**src/rtl/lsu_pkg.sv**
```systemverilog
// Shared types and helpers for the load/store unit.
package lsu_pkg;

  typedef enum logic [1:0] {
    StIdle,
    StRead,
    StWrite,
    StResp
  } lsu_state_e;

  localparam logic [2:0] F3_B  = 3'b000;
  localparam logic [2:0] F3_H  = 3'b001;
  localparam logic [2:0] F3_W  = 3'b010;
  localparam logic [2:0] F3_BU = 3'b100;
  localparam logic [2:0] F3_HU = 3'b101;

  // Access size in bytes; 0 marks an illegal funct3.
  function automatic logic [2:0] size_of(input logic [2:0] funct3);
    logic [2:0] size;
    case (funct3)
      F3_B, F3_BU: size = 3'd1;
      F3_H, F3_HU: size = 3'd2;
      F3_W:        size = 3'd4;
      default:     size = 3'd0;
    endcase
    return size;
  endfunction

endpackage

```
**src/rtl/addsub32.sv**
```systemverilog
// 32-bit adder/subtractor shared by the datapath blocks.
module addsub32 (
  input  logic [31:0] a_i,
  input  logic [31:0] b_i,
  input  logic        sub_i,
  output logic [31:0] sum_o
);

  // Two's-complement subtract: invert b and inject the carry.
  always_comb begin
    sum_o = a_i + (b_i ^ {32{sub_i}}) + {31'd0, sub_i};
  end

endmodule

```
**src/rtl/lsu_load_fmt.sv**
```systemverilog
// Load data formatter: extracts and extends the addressed byte/halfword/word.
module lsu_load_fmt
  import lsu_pkg::*;
(
  input  logic [2:0]  funct3_i,
  input  logic [31:0] rdata_i,
  output logic [31:0] data_o
);

  // Select and sign/zero-extend by funct3; illegal encodings give zero.
  always_comb begin
    data_o = '0;
    case (funct3_i)
      F3_B:    data_o = {{24{rdata_i[7]}}, rdata_i[7:0]};
      F3_BU:   data_o = {24'd0, rdata_i[7:0]};
      F3_H:    data_o = {{16{rdata_i[15]}}, rdata_i[15:0]};
      F3_HU:   data_o = {16'd0, rdata_i[15:0]};
      F3_W:    data_o = rdata_i;
      default: data_o = '0;
    endcase
  end

endmodule

```
**src/rtl/lsu_mem_ctrl.sv**
```systemverilog
// Load/store controller between the MEM stage and the data memory port 1.
// One request in flight; covers the memory's one-cycle registered read.
module lsu_mem_ctrl
  import lsu_pkg::*;
#(
  parameter int unsigned ADDR_W           = 16,
  parameter int unsigned ALLOW_MISALIGNED = 1
) (
  input  logic              i_clk,
  input  logic              i_reset,
  input  logic              i_req_valid,
  output logic              o_req_ready,
  input  logic              i_req_we,
  input  logic [2:0]        i_req_funct3,
  input  logic [31:0]       i_req_addr,
  input  logic [31:0]       i_req_wdata,
  output logic              o_rsp_valid,
  input  logic              i_rsp_ready,
  output logic [31:0]       o_rsp_rdata,
  output logic              o_rsp_err,
  output logic [ADDR_W-1:0] o_mem_addr,
  output logic [31:0]       o_mem_wdata,
  output logic [3:0]        o_mem_bmask,
  output logic              o_mem_wren,
  input  logic [31:0]       i_mem_rdata
);

  lsu_state_e        state_q, state_d;
  logic              we_q, we_d;
  logic [2:0]        f3_q, f3_d;
  logic [ADDR_W-1:0] addr_q, addr_d;
  logic [31:0]       wdata_q, wdata_d;
  logic              err_q, err_d;

  logic [2:0]  req_size;
  logic [2:0]  req_size_m1;
  logic [31:0] end_addr;
  logic        bad_f3, out_of_range, wraps, misaligned, req_bad;
  logic [31:0] fmt_data;
  logic        unused_end;

  // Request checks, evaluated on the live request while idle.
  always_comb begin
    req_size     = size_of(i_req_funct3);
    req_size_m1  = (req_size == 3'd0) ? 3'd0 : req_size - 3'd1;
    bad_f3       = (req_size == 3'd0) ||
                   (i_req_we && ((i_req_funct3 == F3_BU) || (i_req_funct3 == F3_HU)));
    out_of_range = |i_req_addr[31:ADDR_W];
    // The last byte lands past the top of memory iff any bit above ADDR_W-1 is set.
    wraps        = |end_addr[31:ADDR_W];
    misaligned   = (ALLOW_MISALIGNED == 0) &&
                   (((req_size == 3'd2) && i_req_addr[0]) ||
                    ((req_size == 3'd4) && (|i_req_addr[1:0])));
    req_bad      = bad_f3 || out_of_range || wraps || misaligned;
  end

  addsub32 u_range_add (
    .a_i   ({{(32 - ADDR_W){1'b0}}, i_req_addr[ADDR_W-1:0]}),
    .b_i   ({29'd0, req_size_m1}),
    .sub_i (1'b0),
    .sum_o (end_addr)
  );

  assign unused_end = ^end_addr[ADDR_W-1:0];

  // Next-state and request register capture.
  always_comb begin
    state_d = state_q;
    we_d    = we_q;
    f3_d    = f3_q;
    addr_d  = addr_q;
    wdata_d = wdata_q;
    err_d   = err_q;
    unique case (state_q)
      StIdle: begin
        if (i_req_valid) begin
          we_d    = i_req_we;
          f3_d    = i_req_funct3;
          addr_d  = i_req_addr[ADDR_W-1:0];
          wdata_d = i_req_wdata;
          err_d   = req_bad;
          if (req_bad)       state_d = StResp;
          else if (i_req_we) state_d = StWrite;
          else               state_d = StRead;
        end
      end
      StRead:  state_d = StResp;
      StWrite: state_d = StResp;
      StResp:  if (i_rsp_ready) state_d = StIdle;
      default: state_d = StIdle;
    endcase
  end

  // State and request register, synchronous reset.
  always_ff @(posedge i_clk) begin
    if (i_reset) begin
      state_q <= StIdle;
      we_q    <= 1'b0;
      f3_q    <= 3'd0;
      addr_q  <= '0;
      wdata_q <= '0;
      err_q   <= 1'b0;
    end else begin
      state_q <= state_d;
      we_q    <= we_d;
      f3_q    <= f3_d;
      addr_q  <= addr_d;
      wdata_q <= wdata_d;
      err_q   <= err_d;
    end
  end

  lsu_load_fmt u_load_fmt (
    .funct3_i (f3_q),
    .rdata_i  (i_mem_rdata),
    .data_o   (fmt_data)
  );

  // Outputs decoded from the registered state.
  always_comb begin
    o_req_ready = (state_q == StIdle);
    o_rsp_valid = (state_q == StResp);
    o_rsp_err   = (state_q == StResp) && err_q;
    o_rsp_rdata = ((state_q == StResp) && !we_q && !err_q) ? fmt_data : 32'd0;
    // Idle address follows the live request so the memory can read ahead.
    o_mem_addr  = (state_q == StIdle) ? i_req_addr[ADDR_W-1:0] : addr_q;
    o_mem_wren  = (state_q == StWrite);
    o_mem_wdata = (state_q == StWrite) ? wdata_q : 32'd0;
    o_mem_bmask = 4'b0000;
    if (state_q == StWrite) begin
      case (f3_q)
        F3_B:    o_mem_bmask = 4'b0001;
        F3_H:    o_mem_bmask = 4'b0011;
        F3_W:    o_mem_bmask = 4'b1111;
        default: o_mem_bmask = 4'b0000;
      endcase
    end
  end

endmodule

```
**config.mk**
```make
export PLATFORM = sky130hd
export DESIGN_NAME = lsu_mem_ctrl
export DESIGN_NICKNAME = d
export VERILOG_FILES = /design/src/rtl/lsu_pkg.sv /design/src/rtl/addsub32.sv /design/src/rtl/lsu_load_fmt.sv /design/src/rtl/lsu_mem_ctrl.sv
export SDC_FILE = /design/constraint.sdc
export NUM_CORES = 1
export LEC_CHECK = 0
export CAP_MARGIN = 5
export CELL_PAD_IN_SITES_DETAIL_PLACEMENT = 2
export CELL_PAD_IN_SITES_GLOBAL_PLACEMENT = 2
export CORE_ASPECT_RATIO = 1.4
export CORE_MARGIN = 2
export CORE_UTILIZATION = 18
export CTS_CLUSTER_DIAMETER = 120
export DETAILED_ROUTE_END_ITERATION = 7
export PLACE_DENSITY_LB_ADDON = 0.08
export SYNTH_ARGS = -nofsm -noshare
export SYNTH_HDL_FRONTEND = slang
export SYNTH_SLANG_ARGS = --single-unit
```
**constraint.sdc**
```tcl
create_clock -name i_clk -period 2.1 [get_ports i_clk]
set_clock_uncertainty 0.2 [all_clocks]
set_input_delay 0.21 -clock i_clk [delete_from_list [all_inputs] [get_ports i_clk]]
set_output_delay 0.21 -clock i_clk [all_outputs]
set_load 0.005 [all_outputs]
```
# Word-level counts from Yosys, hierarchy flattened
# Index checks and enable logic that the tools add are counted.
# word_totals
rom_bits	0
output_inout_bits	88
latchBits	0
wordCells	55
register_bits	55
mem_bits_rw	0
memories	0
# op_classes
n_div	0
add_sub_neg	2
n_bitwise	0
shifts	0
mul	0
muxes	13
n_eq_ne	13
magnitude_cmp	0
n_reduce_logical	21
# ops
cell	count
32-bit one-hot mux with 5 select lines	1
32-bit two-way mux	2
16-bit OR reduction	2
16-bit by 3-bit adder with 17-bit output	1
16-bit two-way mux	1
3-bit equality test (second input constant)	4
4-bit one-hot mux with 3 select lines	1
3-bit logical NOT	3
3-bit one-hot mux with 3 select lines	1
2-bit two-way mux	4
3-bit by 1-bit equality test with 1-bit output (second input constant)	2
3-bit by 2-bit equality test with 1-bit output (second input constant)	2
2-bit one-hot mux with 3 select lines	1
2-bit OR reduction	3
2-bit equality test (second input constant)	2
1-bit logical AND	4
1-bit logical OR	4
4-bit two-way mux	1
2-bit AND reduction	2
3-bit two-way mux	1
3-bit by 1-bit subtractor with 3-bit output (second input constant)	1
2-bit by 1-bit equality test with 1-bit output (second input constant)	1
1-bit logical NOT	2
2-bit logical NOT	1
other kinds (2)	2

# Longest topological paths before layout
# Gate-level depths: netlist of the first run.
# logic_depth
depth_word	11
mapped_depth	8
ltp_nobuf	6

# By module
# A second synthesis of the first run with hierarchy kept.
# unflattened
cells_unflattened	731
hier_area_um2	5505.3
# modules_own_cells
mod	area_per_inst_um2	cells_per_inst	n_inst
lsu_mem_ctrl	2836.5	372	1
addsub32	2087.0	288	1
lsu_load_fmt	581.8	71	1

# Worst setup path after synthesis of the first run
# Ideal clock, no wire load.
# synth_path
path_kind	flip-flop to output port
start	reg state_q[0]
end	out o_mem_addr[10]
t_arrival_ns	1.314
path_stages_with_launch	6
setup_slack_ns	0.376
path_cell_list	dfxtp_1 inv_1 ha_1 buf_2 buf_2 mux2_2
# synth_between
elab_chain_cells	2
# synth_lines
item	line_no	rtl
from (decl)	lsu_mem_ctrl.sv:28	lsu_state_e state_q, state_d;
from (signal assigned)	lsu_mem_ctrl.sv:97	state_q <= StIdle;
from (signal assigned)	lsu_mem_ctrl.sv:104	state_q <= state_d;
2-bit logical NOT	n/a	
net o_req_ready	lsu_mem_ctrl.sv:12	output logic o_req_ready,
16-bit two-way mux	lsu_mem_ctrl.sv:126	o_mem_addr = (state_q == StIdle) ? i_req_addr[ADDR_W-1:0] : addr_q;
to (decl)	lsu_mem_ctrl.sv:21	output logic [ADDR_W-1:0] o_mem_addr,
# The timed path passes the listed nets, and every way through them passes these cells.

# Worst setup path after layout of the first run
# layout_path
start	reg state_q[0]
end	out o_mem_addr[15]
# layout_between
elab_chain_cells	2
# layout_lines
item	line_no
2-bit logical NOT	lsu_mem_ctrl.sv:126
16-bit two-way mux	lsu_mem_ctrl.sv:126
# No other way between the ends.

==> results of run 1 <==
-- state kept, by name, indices dropped and copies added (netlist names) --
register	flops
we_q	1
err_q	1
wdata_q	32
addr_q	16
state_q	2
f3_q	3
-- placed cells by master, fill, tap and decap left out, types with 6 or more instances in the layout --
cell type        count
clkdlybuf4s50_1    103
clkbuf_2            41
and2_4               9
buf_12               9
and2_1              33
mux2_2               6
buf_4               32
mux2_4              10
dlygate4sd2_1       19
a21oi_2             12
nor2_1              11
buf_6               13
buf_2                9
clkdlybuf4s15_1      9
nand2_1            137
a21oi_1             58
dfxtp_1             50
-- metrics by stage --
step / setup WS [ns] / cell area (µm²) / hold slack (ns) / util, % / instances
CTS: -0.249 / 5770 / 0.226 / 34.7 / 835
finish: -0.0231 / 5830 / 0.217 / 35.1 / 845
global route: -0.0755 / 5830 / 0.257 / 35.1 / 845
global placement: -0.241 / 5350 / 0.238 / 32.2 / 810
floorplan: 0.376 / 3030 / 0.131 / - / 418
detailed placement: -0.270 / 5350 / 0.246 / 32.2 / 810
-- cell type report --
class                   instances  area (µm²)  share of cell area [%]
repair buffers                249        2360                    40.5
inverters                       4        20.0                   0.343
clock buffers                   6         139                    2.38
flip-flops and latches         55        1110                    19.1
multi-input cells             326        1900                    32.7
clock inverters                 2        35.0                   0.601
well taps                     203         254                    4.36
-- repair_timing --
action / CTS / global route
resized for setup: 165 / 131
hold buffers: 0 / 0
setup buffers: 12 / 11
pin swaps: 4 / 2
setup endpoints to repair: 84 / 66
cloned: 5 / 0
-- logic make-up (layout without fill, tap and decap cells) --
| kind of cell | Yosys count | after routing | synth area share, % |
|---|---|---|---|
| compound gates | 89 | 89 | 17.1 |
| xor+xnor | 1 | 1 | 0.289 |
| fa+ha+maj | 4 | 4 | 1.65 |
| buf+inv | 37 | 261 | 6.39 |
| flops | 55 | 55 | 36.3 |
| mux | 17 | 17 | 6.27 |
| simple gates | 215 | 215 | 32.0 |
-- power groups by stage --
| stage | sequential (mW) | combinational, mW | clock (mW) |
|---|---|---|---|
| 2_1_floorplan | 1.34 | 1.18 | 0 |
| 3_3_place_gp | 1.36 | 2.44 | 0 |
| 3_5_place_dp | 1.37 | 2.49 | 0 |
| 4_1_cts | 1.38 | 2.93 | 1.05 |
| 5_1_grt | 1.41 | 3.53 | 1.09 |
| 6_report | 1.38 | 3.22 | 1.01 |
-- metal layers --
| metal | share of wire, % | vias to the layer above | wire [µm] |
|---|---|---|---|
| met4 | 1.0 | 0 | 146 |
| li1 | - | 1820 | - |
| met5 | 0 | - | 0 |
| met2 | 54 | 130 | 7550 |
| met1 | 38 | 1774 | 5260 |
| met3 | 7.3 | 6 | 1010 |
-- worst paths after layout --
kind                                                from                       end  slack (ns)  cells past startpoint
worst min-delay path                             i_reset  wdata_q[30]$_SDFFE_PP0P_        0.22                      2
worst max-delay path             state_q[0]$_SDFFE_PP0P_            o_mem_addr[15]       -0.02                      7
worst min register to register  wdata_q[21]$_SDFFE_PP0P_  wdata_q[21]$_SDFFE_PP0P_        0.26                      2
worst max register to register   state_q[0]$_SDFFE_PP0P_        err_q$_SDFFE_PP0P_        0.10                     10
-- critical path: cells and delay by family, from the launching register on --
kind	cells	cell delay, ns
buffers and inverters	5	0.53
DFF	1	0.36
adders and majority gates	1	0.19
muxes	1	0.33
==> impl_metrics.py, run 1 <==
metrics = {
    "placed_design": {
        "gp_congestion": 0.730,
        "portBuffers": 191,
        "dp_hpwl_mm": 10.0,
    },
    "synth": {
        "netlist_area_um2": 3030,
        "ys.warnings.count": 0,
        "synth_seq_area_share_pct": 36.3,
        "synth_area_per_cell_um2": 7.26,
        "yosysTopAreaCell": "dfxtp_1",
        "synth-async-reset-ratio_pct": 0,
        "synth_cell_types": 33,
        "synth_common_cells": "140 x nand2_1, 60 x a21oi_1, 55 x dfxtp_1",
        "synthFlopType": "dfxtp_1",
        "ys_ff_latch": 55,
        "synth_fp_nets": 526,
        "synthTopCellsByArea": "dfxtp_1 36%, nand2_1 17%, a21oi_1 9.9%, and2_1 8.9%, mux2_2 5.9%",
        "synth_most_common_cell": "nand2_1",
        "synth.top_cell.area_share_pct": 36.3,
        "synth_edf_count": 0,
        "synth_cells": 418,
    },
    "cts": {
        "cts_tree": "done",
        "htreeDepth": 2,
        "cts_num_sinks": 55,
        "numCtsBuffers": 5,
        "cts.clk_slew.worst_paths_ns": 0.08,
        "cts-root-buf": "clkbuf_16",
        "worstSkewPairLatency_ns": 0.30,
        "clockBufferDepth": 2,
    },
    "sta": {
        "relSlewSlack_pct": 61.0,
        "max_freq_ghz": 0.471,
        "fin_ws_ns": -0.0231,
        "fin_crit_ns": 2.12,
        "timing.final.crit_share_pct": 101,
        "setup_viol": 5,
        "tightest_slew_ns": 0.585,
        "maxSlewViolCount": 0,
        "rsz0062_at_grt": "yes",
        "finalHoldViolCount": 0,
        "setup_tns_ns": -0.0465,
    },
    "global_route": {
        "overflow": 0,
        "antenna_found_initial": 0,
        "track_usage_pct": 15.3,
        "use_met1_pct": 16.3,
        "gr-max-usage-layer": "met2",
        "grtUsageMet3_pct": 3.75,
        "grt_pass1_vias": 4115,
        "grt_max_degree": 40,
        "grt_pass1_wl_mm": 21.5,
        "gr-usage-met2_pct": 29.8,
    },
    "pwr": {
        "power_density_nw_per_um2": 964,
        "comb_power_share_pct": 57.4,
        "p_switching_mw": 1.93,
        "fin_total_pwr_mw": 5.62,
        "sw_frac_of_total_pct": 34.3,
        "power.leakage_nw": 2.54,
        "p_int_mw": 3.69,
        "power_frac_clock_pct": 18.1,
        "vdd_drop_max_mv": 0.446,
        "seqPwrFrac_pct": 24.6,
    },
    "die": {
        "rows": 56,
        "start_util_pct": 18.3,
        "die_w_um": 114,
        "die_area_um2": 17900,
        "core_area_um2": 16600,
        "die_h_um": 158,
        "io_pins": 192,
    },
    "route": {
        "ant_nets": 0,
        "num_vias": 3730,
        "drt_iter0_markers": 68,
        "avgRoutedWirePerCell_um": 16.5,
        "route.detailed.drc": 0,
        "drt_first_pass_iters": 4,
        "detail_route.wirelength_mm": 14.0,
        "drt-vias-per-instance": 4.41,
    },
    "run_status": {
        "violations": "setup timing",
        "outcome": "finished with violations",
    },
    "min_path": {
        "hold_class": "input pin to flop",
    },
    "setup_path": {
        "crit_slowest_cell": "dfxtp_4",
        "arrival_ns": 1.71,
        "startpoint_type": "flop",
        "path_max_fanout": 8,
        "crit_required_ns": 1.69,
        "end_kind": "output pin",
        "critPathKind": "flop to output pin",
        "crit_path_cell_trace": "buf_6, inv_6, ha_4, buf_12, buf_4, mux2_2, clkbuf_2",
        "slowest_delay_ns": 0.36,
    },
    "finish": {
        "final_layout_size_suffix_gt1_share_pct": 28.8,
        "antenna_cells": 0,
        "syn_to_final_growth_pct": 92.2,
        "nets": 749,
        "fillCellCount": 1914,
    },
    "job": {
        "drv_cap": 0,
    },
}
No activity file was read; power rests on OpenSTA's default activity.
==> run 2, diff against run 1 <==
--- a/config.mk
+++ b/config.mk
@@ -17,3 +17,4 @@
 export SYNTH_ARGS = -nofsm -noshare
 export SYNTH_HDL_FRONTEND = slang
 export SYNTH_SLANG_ARGS = --single-unit
+export TNS_END_PERCENT = 20
==> run 2 against run 1 <==
  * The flow still finishes with violations (setup timing)
  * Sequential power is essentially flat
  * Flip-flop and latch count is the same
  * Hold slack lost 0.0053 ns
==> impl_metrics.py, run 2 (synthesis gave the netlist of run 1 again) <==
metrics = {
    "run_status": {
        "outcome": "finished with violations",
        "violations": "setup timing",
    },
    "sta": {
        "setup_viol": 8,
        "finalHoldViolCount": 0,
        "max_freq_ghz": 0.447,
        "setup_tns_ns": -0.816,
        "timing.final.crit_share_pct": 107,
        "relSlewSlack_pct": 62.4,
        "maxSlewViolCount": 0,
        "rsz0062_at_grt": "yes",
        "holdWs_ns": 0.211,
        "tightest_slew_ns": 0.564,
        "fin_ws_ns": -0.138,
        "fin_crit_ns": 2.24,
    },
    "setup_path": {
        "end_kind": "output pin",
        "startpoint_type": "flop",
        "path_max_fanout": 8,
        "arrival_ns": 1.83,
        "rrSetupSlack_ns": 0.27,
        "critPathKind": "flop to output pin",
        "crit_required_ns": 1.69,
    },
    "finish": {
        "nets": 736,
        "syn_to_final_growth_pct": 90.2,
        "largest_register_ff_count": 32,
        "final_layout_size_suffix_gt1_share_pct": 18.0,
        "final_common_cell": "nand2_1",
        "largestRegisters": "wdata_q (32), addr_q (16), f3_q (3)",
        "antenna_cells": 0,
        "regMostFlops": "wdata_q",
        "final_cell_mix": "137 x nand2_1, 112 x clkdlybuf4s50_1, 59 x a21oi_1, 50 x dfxtp_1",
    },
    "global_route": {
        "grt_pass1_vias": 4005,
        "use_met1_pct": 15.2,
        "track_usage_pct": 14.3,
        "grt_max_degree": 40,
        "overflow": 0,
        "grt_pass1_wl_mm": 20.3,
        "antenna_found_initial": 0,
        "gr-usage-met2_pct": 27.5,
        "gr-max-usage-layer": "met2",
        "grtUsageMet3_pct": 3.79,
    },
    "pwr": {
        "fin_total_pwr_mw": 5.09,
        "vdd_drop_max_mv": 0.430,
        "power.leakage_nw": 2.94,
        "power_density_nw_per_um2": 882,
    },
    "die": {
        "die_area_um2": 17900,
        "die_h_um": 158,
        "io_pins": 192,
        "die_w_um": 114,
        "rows": 56,
        "start_util_pct": 18.3,
        "core_area_um2": 16600,
    },
    "placed_design": {
        "portBuffers": 191,
        "dp_hpwl_mm": 10.0,
        "gp_congestion": 0.730,
    },
    "route": {
        "drt-vias-per-instance": 4.42,
        "route.detailed.drc": 0,
        "detail_route.wirelength_mm": 13.1,
        "num_vias": 3678,
        "drt_iter0_markers": 93,
        "drt_first_pass_iters": 3,
        "avgRoutedWirePerCell_um": 15.8,
        "ant_nets": 0,
    },
    "cts": {
        "htreeDepth": 2,
        "cts_tree": "done",
        "cts-root-buf": "clkbuf_16",
        "clockBufferDepth": 2,
        "numCtsBuffers": 5,
        "worstSkewPairLatency_ns": 0.30,
        "cts_num_sinks": 55,
        "cts.clk_slew.worst_paths_ns": 0.08,
    },
    "job": {
        "drv_cap": 0,
    },
    "min_path": {
        "hold_class": "input pin to flop",
    },
}
-- run 2: timing repair --
item	in CTS	in global routing
setup buffers	1	11
endpoints found under the setup margin	84	75
gates cloned	0	2
gates resized for setup	55	82
pin swaps	2	1
hold buffers	0	0
-- run 2: area by class of cell --
| type | count | area, µm² |
|---|---|---|
| Clock buffer | 6 | 139 |
| Clock inverter | 2 | 35.0 |
| Fill cell | 1904 | 10800 |
| Inverter | 4 | 17.5 |
| Multi-Input combinational cell | 326 | 1800 |
| Sequential cell | 55 | 1110 |
| Tap cell | 203 | 254 |
| Timing Repair Buffer | 236 | 2410 |
-- run 2: worst max-delay path: stages, from the launching register on --
cell	delay, ns
dfxtp_4	0.36
inv_4	0.08
ha_4	0.17
buf_12	0.13
mux2_2	0.33
clkdlybuf4s50_1	0.44
-- run 2: worst paths after layout --
path / end / cells past startpoint / from
worst max-delay path: o_mem_addr[12] / 5 / state_q[0]$_SDFFE_PP0P_
worst min-delay path: wdata_q[16]$_SDFFE_PP0P_ / 2 / i_reset
worst max register to register: err_q$_SDFFE_PP0P_ / 8 / state_q[0]$_SDFFE_PP0P_
worst min register to register: wdata_q[7]$_SDFFE_PP0P_ / 2 / wdata_q[7]$_SDFFE_PP0P_
-- run 2: metrics by stage --
step	util (%)	std cells	area, µm²	worst slack, ns
5_1_grt	34.7	832	5770	-0.190
4_1_cts	33.3	819	5530	-0.231
6_report	34.7	832	5770	-0.138
3_5_place_dp	32.2	810	5350	-0.270
2_1_floorplan	-	418	3030	0.376
3_3_place_gp	32.2	810	5350	-0.241
-- run 2: routing by layer --
layer / up-vias / part of all wire [%]
li1: 1793 / -
met1: 1749 / 39
met2: 130 / 53
met3: 6 / 7.6
met4: 0 / 1.1
met5: - / 0
-- run 2: where the power goes --
part	leakage [nW]	internal (mW)	switching [mW]
combinational	2.40	1.52	1.20
clock	0.0868	0.595	0.406
sequential	0.453	1.25	0.117
total	2.94	3.36	1.73
==> run 3, diff against run 2 <==
--- a/config.mk
+++ b/config.mk
@@ -5,7 +5,7 @@
 export SDC_FILE = /design/constraint.sdc
 export NUM_CORES = 1
 export LEC_CHECK = 0
-export CAP_MARGIN = 5
+export CAP_MARGIN = 10
 export CELL_PAD_IN_SITES_DETAIL_PLACEMENT = 2
 export CELL_PAD_IN_SITES_GLOBAL_PLACEMENT = 2
 export CORE_ASPECT_RATIO = 1.4
@@ -13,7 +13,8 @@
 export CORE_UTILIZATION = 18
 export CTS_CLUSTER_DIAMETER = 120
 export DETAILED_ROUTE_END_ITERATION = 7
-export PLACE_DENSITY_LB_ADDON = 0.08
+export GPL_TIMING_DRIVEN = 0
+export PLACE_DENSITY = 0.8
 export SYNTH_ARGS = -nofsm -noshare
 export SYNTH_HDL_FRONTEND = slang
 export SYNTH_SLANG_ARGS = --single-unit
==> run 3 against run 2 <==
  * Die area did not move
  * Global-route usage rose by 1.0 points
  * Critical path type unchanged
  * Hold slack got worse by 0.11 ns
  * Final area fell by 3.2%
  * The run still ends with setup timing left
  * Register-to-register slack got worse by 0.11 ns
  * Flip-flop and latch count did not move
  * Non-clock buffer count rose by 8
  * Clock power fell by 16%
  * Largest cell class unchanged
  * Fmax rose by 1.2%
==> impl_metrics.py, run 3 (synthesis gave the netlist of run 1 again) <==
metrics = {
    "route": {
        "num_vias": 3742,
        "drt-vias-per-instance": 4.45,
        "detail_route.wirelength_mm": 13.9,
        "avgRoutedWirePerCell_um": 16.6,
        "drt_first_pass_iters": 4,
        "drt_iter0_markers": 133,
        "route.detailed.drc": 0,
        "ant_nets": 0,
    },
    "placed_design": {
        "place_ws_ns": -0.495,
        "portBuffers": 190,
        "place_area_um2": 5190,
        "gp_congestion": 0.737,
        "dpl.cell_count": 811,
        "dp_hpwl_mm": 11.2,
    },
    "sta": {
        "max_freq_ghz": 0.452,
        "setup_viol": 19,
        "setup_tns_ns": -1.50,
        "rsz0062_at_grt": "yes",
        "relSlewSlack_pct": 54.9,
        "fin_crit_ns": 2.21,
        "fin_ws_ns": -0.111,
        "maxSlewViolCount": 0,
        "finalHoldViolCount": 0,
        "tightest_slew_ns": 0.670,
        "holdWs_ns": 0.0981,
        "timing.final.crit_share_pct": 105,
    },
    "cts": {
        "cts_num_sinks": 55,
        "clockBufferDepth": 2,
        "htreeDepth": 2,
        "cts.clk_slew.worst_paths_ns": 0.07,
        "cts-root-buf": "clkbuf_16",
        "cts_hold_buf": 0,
        "numCtsBuffers": 5,
        "cts_tree": "done",
        "worstSkewPairLatency_ns": 0.29,
    },
    "setup_path": {
        "rrSetupSlack_ns": 0.16,
        "path_max_fanout": 6,
        "arrival_ns": 1.80,
        "end_kind": "output pin",
        "crit_path_cell_trace": "buf_6, mux2i_1, or3_1, buf_6, buf_4, a21oi_1, buf_2",
        "startpoint_type": "flop",
        "path_common_cell": "buf_6",
        "crit_required_ns": 1.69,
        "critPathTopFamily": "buffers and inverters",
        "r2r-end": "wdata_q[22]$_SDFFE_PP0P_",
        "startpoint": "f3_q[0]$_SDFFE_PP0P_",
        "critPathCapture": "o_rsp_rdata[17]",
        "crit-reg2reg-launch": "state_q[1]$_SDFFE_PP0P_",
        "ff2ff_path_depth": 8,
        "crit_slowest_cell": "or3_1",
        "cp.depth": 7,
        "critPathKind": "flop to output pin",
        "worst-path-buf-inv": 4,
        "slowest_delay_ns": 0.40,
    },
    "pwr": {
        "power.leakage_nw": 2.58,
        "p_int_mw": 3.14,
        "power_frac_clock_pct": 17.0,
        "comb_power_share_pct": 54.6,
        "vdd_drop_max_mv": 0.387,
        "power_density_nw_per_um2": 882,
        "sw_frac_of_total_pct": 36.3,
        "fin_total_pwr_mw": 4.92,
        "seqPwrFrac_pct": 28.3,
        "p_switching_mw": 1.79,
    },
    "finish": {
        "final-seq-area_um2": 1110,
        "finalInstanceArea_um2": 5580,
        "final_common_cell": "nand2_1",
        "multi_input_area_um2": 1850,
        "syn_to_final_growth_pct": 84.1,
        "final_cells": 840,
        "nets": 744,
        "antenna_cells": 0,
        "utilization_pct": 33.6,
        "final_layout_size_suffix_gt1_share_pct": 21.8,
        "largestRegisters": "wdata_q (32), addr_q (16), f3_q (3)",
        "regMostFlops": "wdata_q",
        "fillCellCount": 1928,
        "final_cell_mix": "139 x nand2_1, 103 x clkdlybuf4s50_1, 58 x a21oi_1, 51 x dfxtp_1, 43 x and2_1",
        "largest_register_ff_count": 32,
    },
    "global_route": {
        "grt_pass1_wl_mm": 21.5,
        "grt_pass1_vias": 4084,
        "overflow": 0,
        "track_usage_pct": 15.3,
        "grt_max_degree": 17,
        "antenna_found_initial": 0,
    },
    "die": {
        "io_pins": 192,
        "rows": 56,
        "die_area_um2": 17900,
        "die_w_um": 114,
        "core_area_um2": 16600,
        "die_h_um": 158,
        "start_util_pct": 18.3,
    },
    "run_status": {
        "violations": "setup timing",
        "outcome": "finished with violations",
    },
    "min_path": {
        "hold_class": "input pin to flop",
    },
    "job": {
        "drv_cap": 0,
    },
}
-- run 3: worst min path at each step --
stage / from / end / depth (start not counted)
after floorplan: i_req_we / state_q[0]$_SDFFE_PP0P_ / 1
after global placement: wdata_q[14]$_SDFFE_PP0P_ / wdata_q[14]$_SDFFE_PP0P_ / 2
after detailed placement: wdata_q[23]$_SDFFE_PP0P_ / wdata_q[23]$_SDFFE_PP0P_ / 2
after CTS: i_reset / addr_q[2]$_SDFFE_PP0P_ / 2
after global routing: i_req_funct3[1] / f3_q[1]$_SDFFE_PP0P_ / 3
final: i_req_funct3[0] / f3_q[0]$_SDFFE_PP0P_ / 3
-- run 3: layout make-up --
class | count | area share (%)
plain buffers | 32 | 4.57
well taps | 203 | 4.55
flip-flops and latches | 55 | 19.9
clock buffers | 5 | 2.24
repair buffers | 212 | 35.0
inverters | 4 | 0.314
multi-input cells | 326 | 33.1
clock inverters | 3 | 0.269
-- run 3: tightest hold or removal path, delay by kind of cell --
family / cells / cell delay (ns)
buf+inv: 1 / 0.20
compound gates: 1 / 0.06
simple gates: 1 / 0.10
-- run 3: power groups by stage --
| stage | combinational (mW) | clock [mW] | sequential, mW |
|---|---|---|---|
| global placement | 2.26 | 0 | 1.37 |
| detailed placement | 2.35 | 0 | 1.39 |
| CTS | 2.70 | 0.874 | 1.39 |
| floorplan | 1.18 | 0 | 1.34 |
| global route | 2.97 | 0.914 | 1.42 |
| finish | 2.69 | 0.838 | 1.40 |
-- run 3: routing by layer --
layer	routed length, µm	track usage [%]	up-vias
li1	-	-	1806
met2	7700	30.9	143
met1	5200	16.1	1786
met3	863	2.79	7
met4	147	3.72	0
met5	0	0	-
-- run 3: repair_timing --
action                     4_1_cts  5_1_grt
gates resized for setup        203       51
pin swaps                        6        3
setup endpoints to repair      133       63
gates cloned                     2        0
setup buffers                   12        8
